**config.mk**
```make
export PLATFORM = sky130hd
export DESIGN_NAME = alu_cmd_issuer
export DESIGN_NICKNAME = d
export VERILOG_FILES = /design/src/rtl/alu_pkg.sv /design/src/rtl/alu_timeout_cnt.sv /design/src/rtl/alu_cmd_issuer.sv
export SDC_FILE = /design/constraint.sdc
export NUM_CORES = 1
export LEC_CHECK = 0
export BUFFER_PORTS_ARGS = -buffer_cell sky130_fd_sc_hd__buf_4
export CORE_UTILIZATION = 50
export DETAILED_ROUTE_END_ITERATION = 8
export PLACE_DENSITY_LB_ADDON = 0.08
export SLEW_MARGIN = 20
export SYNTH_ARGS = -nofsm -noshare
export SYNTH_HDL_FRONTEND = slang
export SYNTH_SLANG_ARGS = --single-unit
```
**constraint.sdc**
```tcl
create_clock -name clk -period 4.06 [get_ports clk]
set_input_delay 0.203 -clock clk [delete_from_list [all_inputs] [get_ports clk]]
set_output_delay 0.203 -clock clk [all_outputs]
set_load 0.1 [all_outputs]
```
**src/rtl/alu_pkg.sv**
```systemverilog
// Shared types for the ALU command issuer: opcodes, issuer FSM states and datapath widths.
package alu_pkg;

  localparam int OPERAND_W = 8;
  localparam int RESULT_W  = 16;

  typedef enum logic [2:0] {
    OP_NOP = 3'b000,
    OP_ADD = 3'b001,
    OP_AND = 3'b010,
    OP_XOR = 3'b011
  } alu_op_e;

  typedef enum logic [1:0] {
    ST_IDLE,
    ST_ISSUE,
    ST_WAIT,
    ST_RESP
  } issuer_state_e;

endpackage

```
**src/rtl/alu_timeout_cnt.sv**
```systemverilog
// Cycle counter for the WAIT state; o_terminal flags the last cycle before a missing done is declared.
module alu_timeout_cnt #(
  parameter int TIMEOUT_CYCLES = 15
) (
  input  logic clk,
  input  logic rst_n,
  input  logic i_clear,
  input  logic i_enable,
  output logic o_terminal
);

  logic [7:0] r_count;

  always_ff @(posedge clk or negedge rst_n) begin
    if (!rst_n) begin
      r_count <= '0;
    end else if (i_clear) begin
      r_count <= '0;
    end else if (i_enable) begin
      r_count <= r_count + 8'd1;
    end
  end

  assign o_terminal = (r_count == 8'(TIMEOUT_CYCLES - 1));

endmodule

```
**src/rtl/alu_cmd_issuer.sv**
```systemverilog
// Issues one command at a time to the single-cycle ALU as a start pulse and returns its result
// (or a timeout error) on a valid/ready response port.
module alu_cmd_issuer
  import alu_pkg::*;
#(
  parameter int TIMEOUT_CYCLES = 15
) (
  input  logic                 clk,
  input  logic                 rst_n,
  input  logic                 i_cmd_valid,
  output logic                 o_cmd_ready,
  input  logic [OPERAND_W-1:0] i_cmd_a,
  input  logic [OPERAND_W-1:0] i_cmd_b,
  input  logic [2:0]           i_cmd_op,
  output logic                 o_alu_start,
  output logic [OPERAND_W-1:0] o_alu_a,
  output logic [OPERAND_W-1:0] o_alu_b,
  output logic [2:0]           o_alu_op,
  input  logic                 i_alu_done,
  input  logic [RESULT_W-1:0]  i_alu_result,
  output logic                 o_rsp_valid,
  input  logic                 i_rsp_ready,
  output logic [RESULT_W-1:0]  o_rsp_result,
  output logic [2:0]           o_rsp_op,
  output logic                 o_rsp_err,
  output logic [15:0]          o_cmd_count
);

  issuer_state_e        r_state;
  logic                 r_cmd_ready;
  logic                 r_alu_start;
  logic [OPERAND_W-1:0] r_alu_a;
  logic [OPERAND_W-1:0] r_alu_b;
  logic [2:0]           r_alu_op;
  logic                 r_rsp_valid;
  logic [RESULT_W-1:0]  r_rsp_result;
  logic [2:0]           r_rsp_op;
  logic                 r_rsp_err;
  logic [15:0]          r_cmd_count;

  logic w_cnt_clear;
  logic w_cnt_enable;
  logic w_timeout;

  assign w_cnt_clear  = (r_state == ST_ISSUE);
  assign w_cnt_enable = (r_state == ST_WAIT) && !i_alu_done && !w_timeout;

  alu_timeout_cnt #(
    .TIMEOUT_CYCLES(TIMEOUT_CYCLES)
  ) u_timeout_cnt (
    .clk       (clk),
    .rst_n     (rst_n),
    .i_clear   (w_cnt_clear),
    .i_enable  (w_cnt_enable),
    .o_terminal(w_timeout)
  );

  // The ALU operand registers double as the command latches; NOP never touches them
  // because the ALU would not answer it.
  always_ff @(posedge clk or negedge rst_n) begin
    if (!rst_n) begin
      r_state      <= ST_IDLE;
      r_cmd_ready  <= 1'b1;
      r_alu_start  <= 1'b0;
      r_alu_a      <= '0;
      r_alu_b      <= '0;
      r_alu_op     <= '0;
      r_rsp_valid  <= 1'b0;
      r_rsp_result <= '0;
      r_rsp_op     <= '0;
      r_rsp_err    <= 1'b0;
      r_cmd_count  <= '0;
    end else begin
      case (r_state)
        ST_IDLE: begin
          if (i_cmd_valid && r_cmd_ready) begin
            r_cmd_ready <= 1'b0;
            if (i_cmd_op == OP_NOP) begin
              r_rsp_valid  <= 1'b1;
              r_rsp_result <= '0;
              r_rsp_err    <= 1'b0;
              r_rsp_op     <= i_cmd_op;
              r_state      <= ST_RESP;
            end else begin
              r_alu_start <= 1'b1;
              r_alu_a     <= i_cmd_a;
              r_alu_b     <= i_cmd_b;
              r_alu_op    <= i_cmd_op;
              r_state     <= ST_ISSUE;
            end
          end
        end
        ST_ISSUE: begin
          r_alu_start <= 1'b0;
          r_state     <= ST_WAIT;
        end
        ST_WAIT: begin
          if (i_alu_done) begin
            r_rsp_valid  <= 1'b1;
            r_rsp_result <= i_alu_result;
            r_rsp_err    <= 1'b0;
            r_rsp_op     <= r_alu_op;
            r_state      <= ST_RESP;
          end else if (w_timeout) begin
            r_rsp_valid  <= 1'b1;
            r_rsp_result <= '0;
            r_rsp_err    <= 1'b1;
            r_rsp_op     <= r_alu_op;
            r_state      <= ST_RESP;
          end
        end
        ST_RESP: begin
          if (i_rsp_ready) begin
            r_rsp_valid <= 1'b0;
            r_cmd_ready <= 1'b1;
            r_cmd_count <= r_cmd_count + 16'd1;
            r_state     <= ST_IDLE;
          end
        end
        default: begin
          r_state <= ST_IDLE;
        end
      endcase
    end
  end

  assign o_cmd_ready  = r_cmd_ready;
  assign o_alu_start  = r_alu_start;
  assign o_alu_a      = r_alu_a;
  assign o_alu_b      = r_alu_b;
  assign o_alu_op     = r_alu_op;
  assign o_rsp_valid  = r_rsp_valid;
  assign o_rsp_result = r_rsp_result;
  assign o_rsp_op     = r_rsp_op;
  assign o_rsp_err    = r_rsp_err;
  assign o_cmd_count  = r_cmd_count;

endmodule

```
==> tab_implementation.tex <==
\begin{tabular}{lr}
\hline
Metric & Value \\
\hline
\multicolumn{2}{l}{\textbf{Yosys}} \\
Count of warnings emitted by yosys & 0 \\
Area share of fa/ha/maj cells after synthesis & 3.17\% \\
Netlist Area Pre-Place & roughly 0.0032 sq mm \\
Register bit count reported by yosys & 68 \\
Synthesized-area fraction occupied by ao, oa, aoi and oai cells & 4.44\% \\
Number of flops mapped to enable cells by yosys & 0 \\
Share of async-settable or async-resettable flops after synthesis & between 90\% and 100\% \\
Most used standard cells in the synthesized netlist & 67 x sky130\_fd\_sc\_hd\_\_dfrtp\_1, 23 x sky130\_fd\_sc\_hd\_\_mux2\_2, 19 x sky130\_fd\_sc\_hd\_\_mux2\_4 \\
Share of the yosys chip area belonging to registers & 53.9\% \\
Net count of the mapped netlist & around 290 \\
Proportion of synthesized area in mux cells & 18.2\% \\
Top flip-flop cell by instance count after synthesis & sky130\_fd\_sc\_hd\_\_dfrtp\_1 \\
Area share of xor/xnor cells in the synthesized design & 5.83\% \\
Dominant cells by area after synthesis & sky130\_fd\_sc\_hd\_\_dfrtp\_1 53\%, sky130\_fd\_sc\_hd\_\_mux2\_4 9.0\%, sky130\_fd\_sc\_hd\_\_mux2\_2 8.2\%, sky130\_fd\_sc\_hd\_\_and3\_1 3.6\%, sky130\_fd\_sc\_hd\_\_xnor2\_1 3.3\% \\
Average footprint of a synthesized cell & 13.2 sq um \\
Synthesized netlist cell count & 240 \\
Distinct cell type count after synthesis & 38 \\
Cell taking the most area after synthesis & sky130\_fd\_sc\_hd\_\_dfrtp\_1 \\
Fraction of post-synthesis cell area in the top cell type by area & 53.1\% \\
Simple logic cell fraction of the synthesized area & 12.3\% \\
Count leader, synth & sky130\_fd\_sc\_hd\_\_dfrtp\_1 \\
Largest family of logic cells by synthesized area & multiplexers \\
\multicolumn{2}{l}{\textbf{Job}} \\
Max-capacitance violation count & 0 \\
\multicolumn{2}{l}{\textbf{Drt}} \\
Number of design-rule violations left by the first detailed-router iteration & 144 \\
Pre-antenna DRT Iters & 4 \\
Drt via density & 5.10 \\
Remaining number of nets flagged by the antenna check after routing & 0 \\
Remaining DRCs & 0 \\
Via Count & 2152 \\
Routed Wire Length & 6.00 mm \\
Routed length per placed instance & 14.2 microns \\
\multicolumn{2}{l}{\textbf{GRT}} \\
Largest net degree at the start of global routing & 69 \\
All-layer global routing usage & around a fifth \\
First-pass GRT wire length & 9.65 mm \\
Vias in the first global route & 2090 \\
Leftover overflow at the end of global routing & 0 \\
Initial antenna violation count & 0 \\
\multicolumn{2}{l}{\textbf{Floorplan}} \\
Die Span Y & 81.5 microns \\
Number of top-level design ports & 98 \\
Die X & just over 80 microns \\
Placement row count & 28 \\
Placeable core region & 0.00599 sq mm \\
Initial core utilization & 52.7\% \\
Floorplan die area & 0.00663 sq mm \\
\multicolumn{2}{l}{\textbf{Clocking}} \\
Buffer levels on the longest clock path & 2 \\
Clock tree from TritonCTS & yes \\
Post-CTS Setup Inserts & 0 \\
Clock tree root driver cell & sky130\_fd\_sc\_hd\_\_clkbuf\_8 \\
Clock Sinks & 68 \\
Clock slew at reported path FFs & 0.07 ns \\
Latest clock arrival within the worst-skew pair & $\sim$0.34 ns \\
Number of buffers created by CTS & 9 \\
Deepest level of the CTS H-tree & 3 \\
\multicolumn{2}{l}{\textbf{Critical path}} \\
Required time worst endpoint & 4.28 ns \\
Largest fanout on the critical path & 23 \\
WP data arrival & around 2.8 ns \\
Element type at the critical path start & register \\
Delay of the slowest critical-path stage & about 0.60 ns \\
Element type at the critical path end & register \\
Slowest stage cell, crit path & sky130\_fd\_sc\_hd\_\_ha\_1 \\
Critical path, cell by cell & inv\_1, ha\_1, nand2b\_1, a31oi\_4, nor3\_4, buf\_4, mux2\_4 \\
WS Path Type & register to register \\
\multicolumn{2}{l}{\textbf{Power and ir drop}} \\
Power per unit of standard cell area & 305 mW/mm\^{}2 \\
Leakage power & between 2 and 2.5 nW \\
Peak VDD IR & between 0.0002 and 0.00025 V \\
\multicolumn{2}{l}{\textbf{Timing}} \\
Number of endpoints with negative hold slack in the final report & 0 \\
Final number of setup-violating endpoints & 0 \\
Max-slew violation total from the final report & 0 \\
Worst-case clock skew & 0.0116 ns \\
Achievable clock frequency & about 0.39 GHz \\
Setup\_tns & 0 ns \\
Share of the cycle needed by the critical path after routing & $\sim$64\% \\
Final Critical Period & 2.58 ns \\
Setup repair after global routing missed its margin & false \\
Slew of the pin with the lowest slew margin & just under 1 ns \\
Worst slew margin & 34.4\% \\
\multicolumn{2}{l}{\textbf{Finish}} \\
\# fillers & 446 \\
Fraction of final layout cells sized beyond drive strength 1 & 46.7\% \\
Final cell utilization of the core & approximately 69\% \\
Relative area change from synthesis to final layout & 31.4\% \\
Nets & 390 \\
Diode count & 0 \\
\multicolumn{2}{l}{\textbf{Placement}} \\
IO Port Bufs & 97 \\
Placer Congestion & around 0.76 \\
Detailed Place HPWL & 4.29 mm \\
\multicolumn{2}{l}{\textbf{Hold path}} \\
Class of the tightest hold or removal check & input port to register \\
\multicolumn{2}{l}{\textbf{Status}} \\
Result of the run & completed \\
\hline
\end{tabular}
-- layout make-up --
cell class | count | area (sq um) | area share, %
flip-flops and latches | 68 | 1700 | 41.1
clock inverters | 4 | 48.8 | 1.18
multi-input cells | 158 | 1390 | 33.5
inverters | 6 | 22.5 | 0.543
repair buffers | 99 | 746 | 18.0
clock buffers | 12 | 145 | 3.50
well taps | 75 | 93.8 | 2.26
-- power by group --
group | leakage (nW) | switching, mW | internal [mW]
clock | 0.100 | 0.237 | 0.300
combinational | 1.16 | 0.0229 | 0.0264
sequential | 0.942 | 0 | 0.677
total | 2.21 | 0.260 | 1.00
-- worst paths after layout --
| check | startpoint | endpoint | slack, ns | depth (start not counted) |
|---|---|---|---|---|
| max | r_state[0] | o_rsp_result[5] | 1.48 | 7 |
| max in group asynchronous | rst_n | o_cmd_count[1] | 2.99 | 2 |
| min in group asynchronous | rst_n | o_cmd_count[6] | 0.50 | 2 |
| max reg2reg | r_state[0] | o_rsp_result[5] | 1.48 | 7 |
| min | i_cmd_b[6] | o_alu_b[6] | 0.1 | 2 |
| min reg2reg | o_cmd_count[15] | o_cmd_count[15] | 0.49 | 1 |
-- metal layers --
metal	part of all wire, %	vias up	track usage [%]
met3	5.4	9	6.67
met2	50	56	32.1
met5	0	-	0
met4	1.3	0	6.79
met1	43	1033	24.0
li1	-	1054	-
-- per-stage QoR --
stage / std cells / total power [mW] / hold slack (ns) / instance area [sq um] / setup WS [ns]
floorplan: 240 / 0.695 / -0.0926 / 3160 / 1.80
global placement: 405 / 0.739 / 0.364 / 3940 / 1.55
detailed placement: 405 / 0.740 / 0.366 / 3940 / 1.49
CTS: 422 / 1.29 / 0.0770 / 4150 / 1.47
global route: 422 / 1.32 / 0.0771 / 4150 / 1.24
finish: 422 / 1.26 / 0.0951 / 4150 / 1.48
-- timing repair --
item / in CTS / in global routing
setup endpoints to repair: 0 / 0
endpoints found under the hold margin: 10 / 0
resized for setup: 0 / 0
hold buffers: 1 / 0
-- worst max-delay path: cells and delay by family (launching register included) --
kind | cells | cell delay [ns]
DFF | 1 | 0.41
and+or+nand+nor | 2 | 0.36
AOI/OAI and AO/OA | 1 | 0.38
buffers and inverters | 2 | 0.36
muxes | 1 | 0.33
adders and majority gates | 1 | 0.60
-- layout by cell type, fill, tap and decap left out, types with 2 or more instances in the layout --
cell                        n
sky130_fd_sc_hd__mux2_4    19
sky130_fd_sc_hd__nor3_1     2
sky130_fd_sc_hd__buf_4     98
sky130_fd_sc_hd__o21ai_0    3
sky130_fd_sc_hd__mux2i_1    3
sky130_fd_sc_hd__nor2_1    15
sky130_fd_sc_hd__clkinv_2   2
sky130_fd_sc_hd__and3_1    18
sky130_fd_sc_hd__a311oi_1   2
sky130_fd_sc_hd__o32a_1     2
sky130_fd_sc_hd__nand4_1    6
sky130_fd_sc_hd__dfrtp_1   67
sky130_fd_sc_hd__clkbuf_1   2
sky130_fd_sc_hd__clkbuf_8  10
sky130_fd_sc_hd__mux2_2    23
sky130_fd_sc_hd__xor2_1     9
sky130_fd_sc_hd__nand3_1    9
sky130_fd_sc_hd__xnor2_1   12
sky130_fd_sc_hd__inv_1      6
sky130_fd_sc_hd__nand2_1    6
sky130_fd_sc_hd__nand2b_1   2
sky130_fd_sc_hd__ha_1       8
sky130_fd_sc_hd__and2_1     2
sky130_fd_sc_hd__nor4_1     2
-- state kept, by name, indices dropped and copies added, names as in the netlist --
| register | cells |
|---|---|
| o_rsp_valid | 1 |
| o_rsp_err | 1 |
| o_cmd_ready | 1 |
| o_alu_op | 3 |
| o_rsp_op | 3 |
| o_alu_a | 8 |
| o_alu_b | 8 |
| r_state | 2 |
| o_cmd_count | 16 |
| o_rsp_result | 16 |
| u_timeout_cnt.r_count | 8 |
| o_alu_start | 1 |
-- cell families after synthesis --
| logic type | Yosys count |
|---|---|
| adder cells (fa/ha/maj) | 8 |
| AO/OA/AOI/OAI | 16 |
| buffers and inverters | 14 |
| AND/OR/NAND/NOR | 68 |
| multiplexers | 45 |
| XOR/XNOR | 21 |
| flip-flops | 68 |
Note: power is estimated with default switching activity, not from simulation.
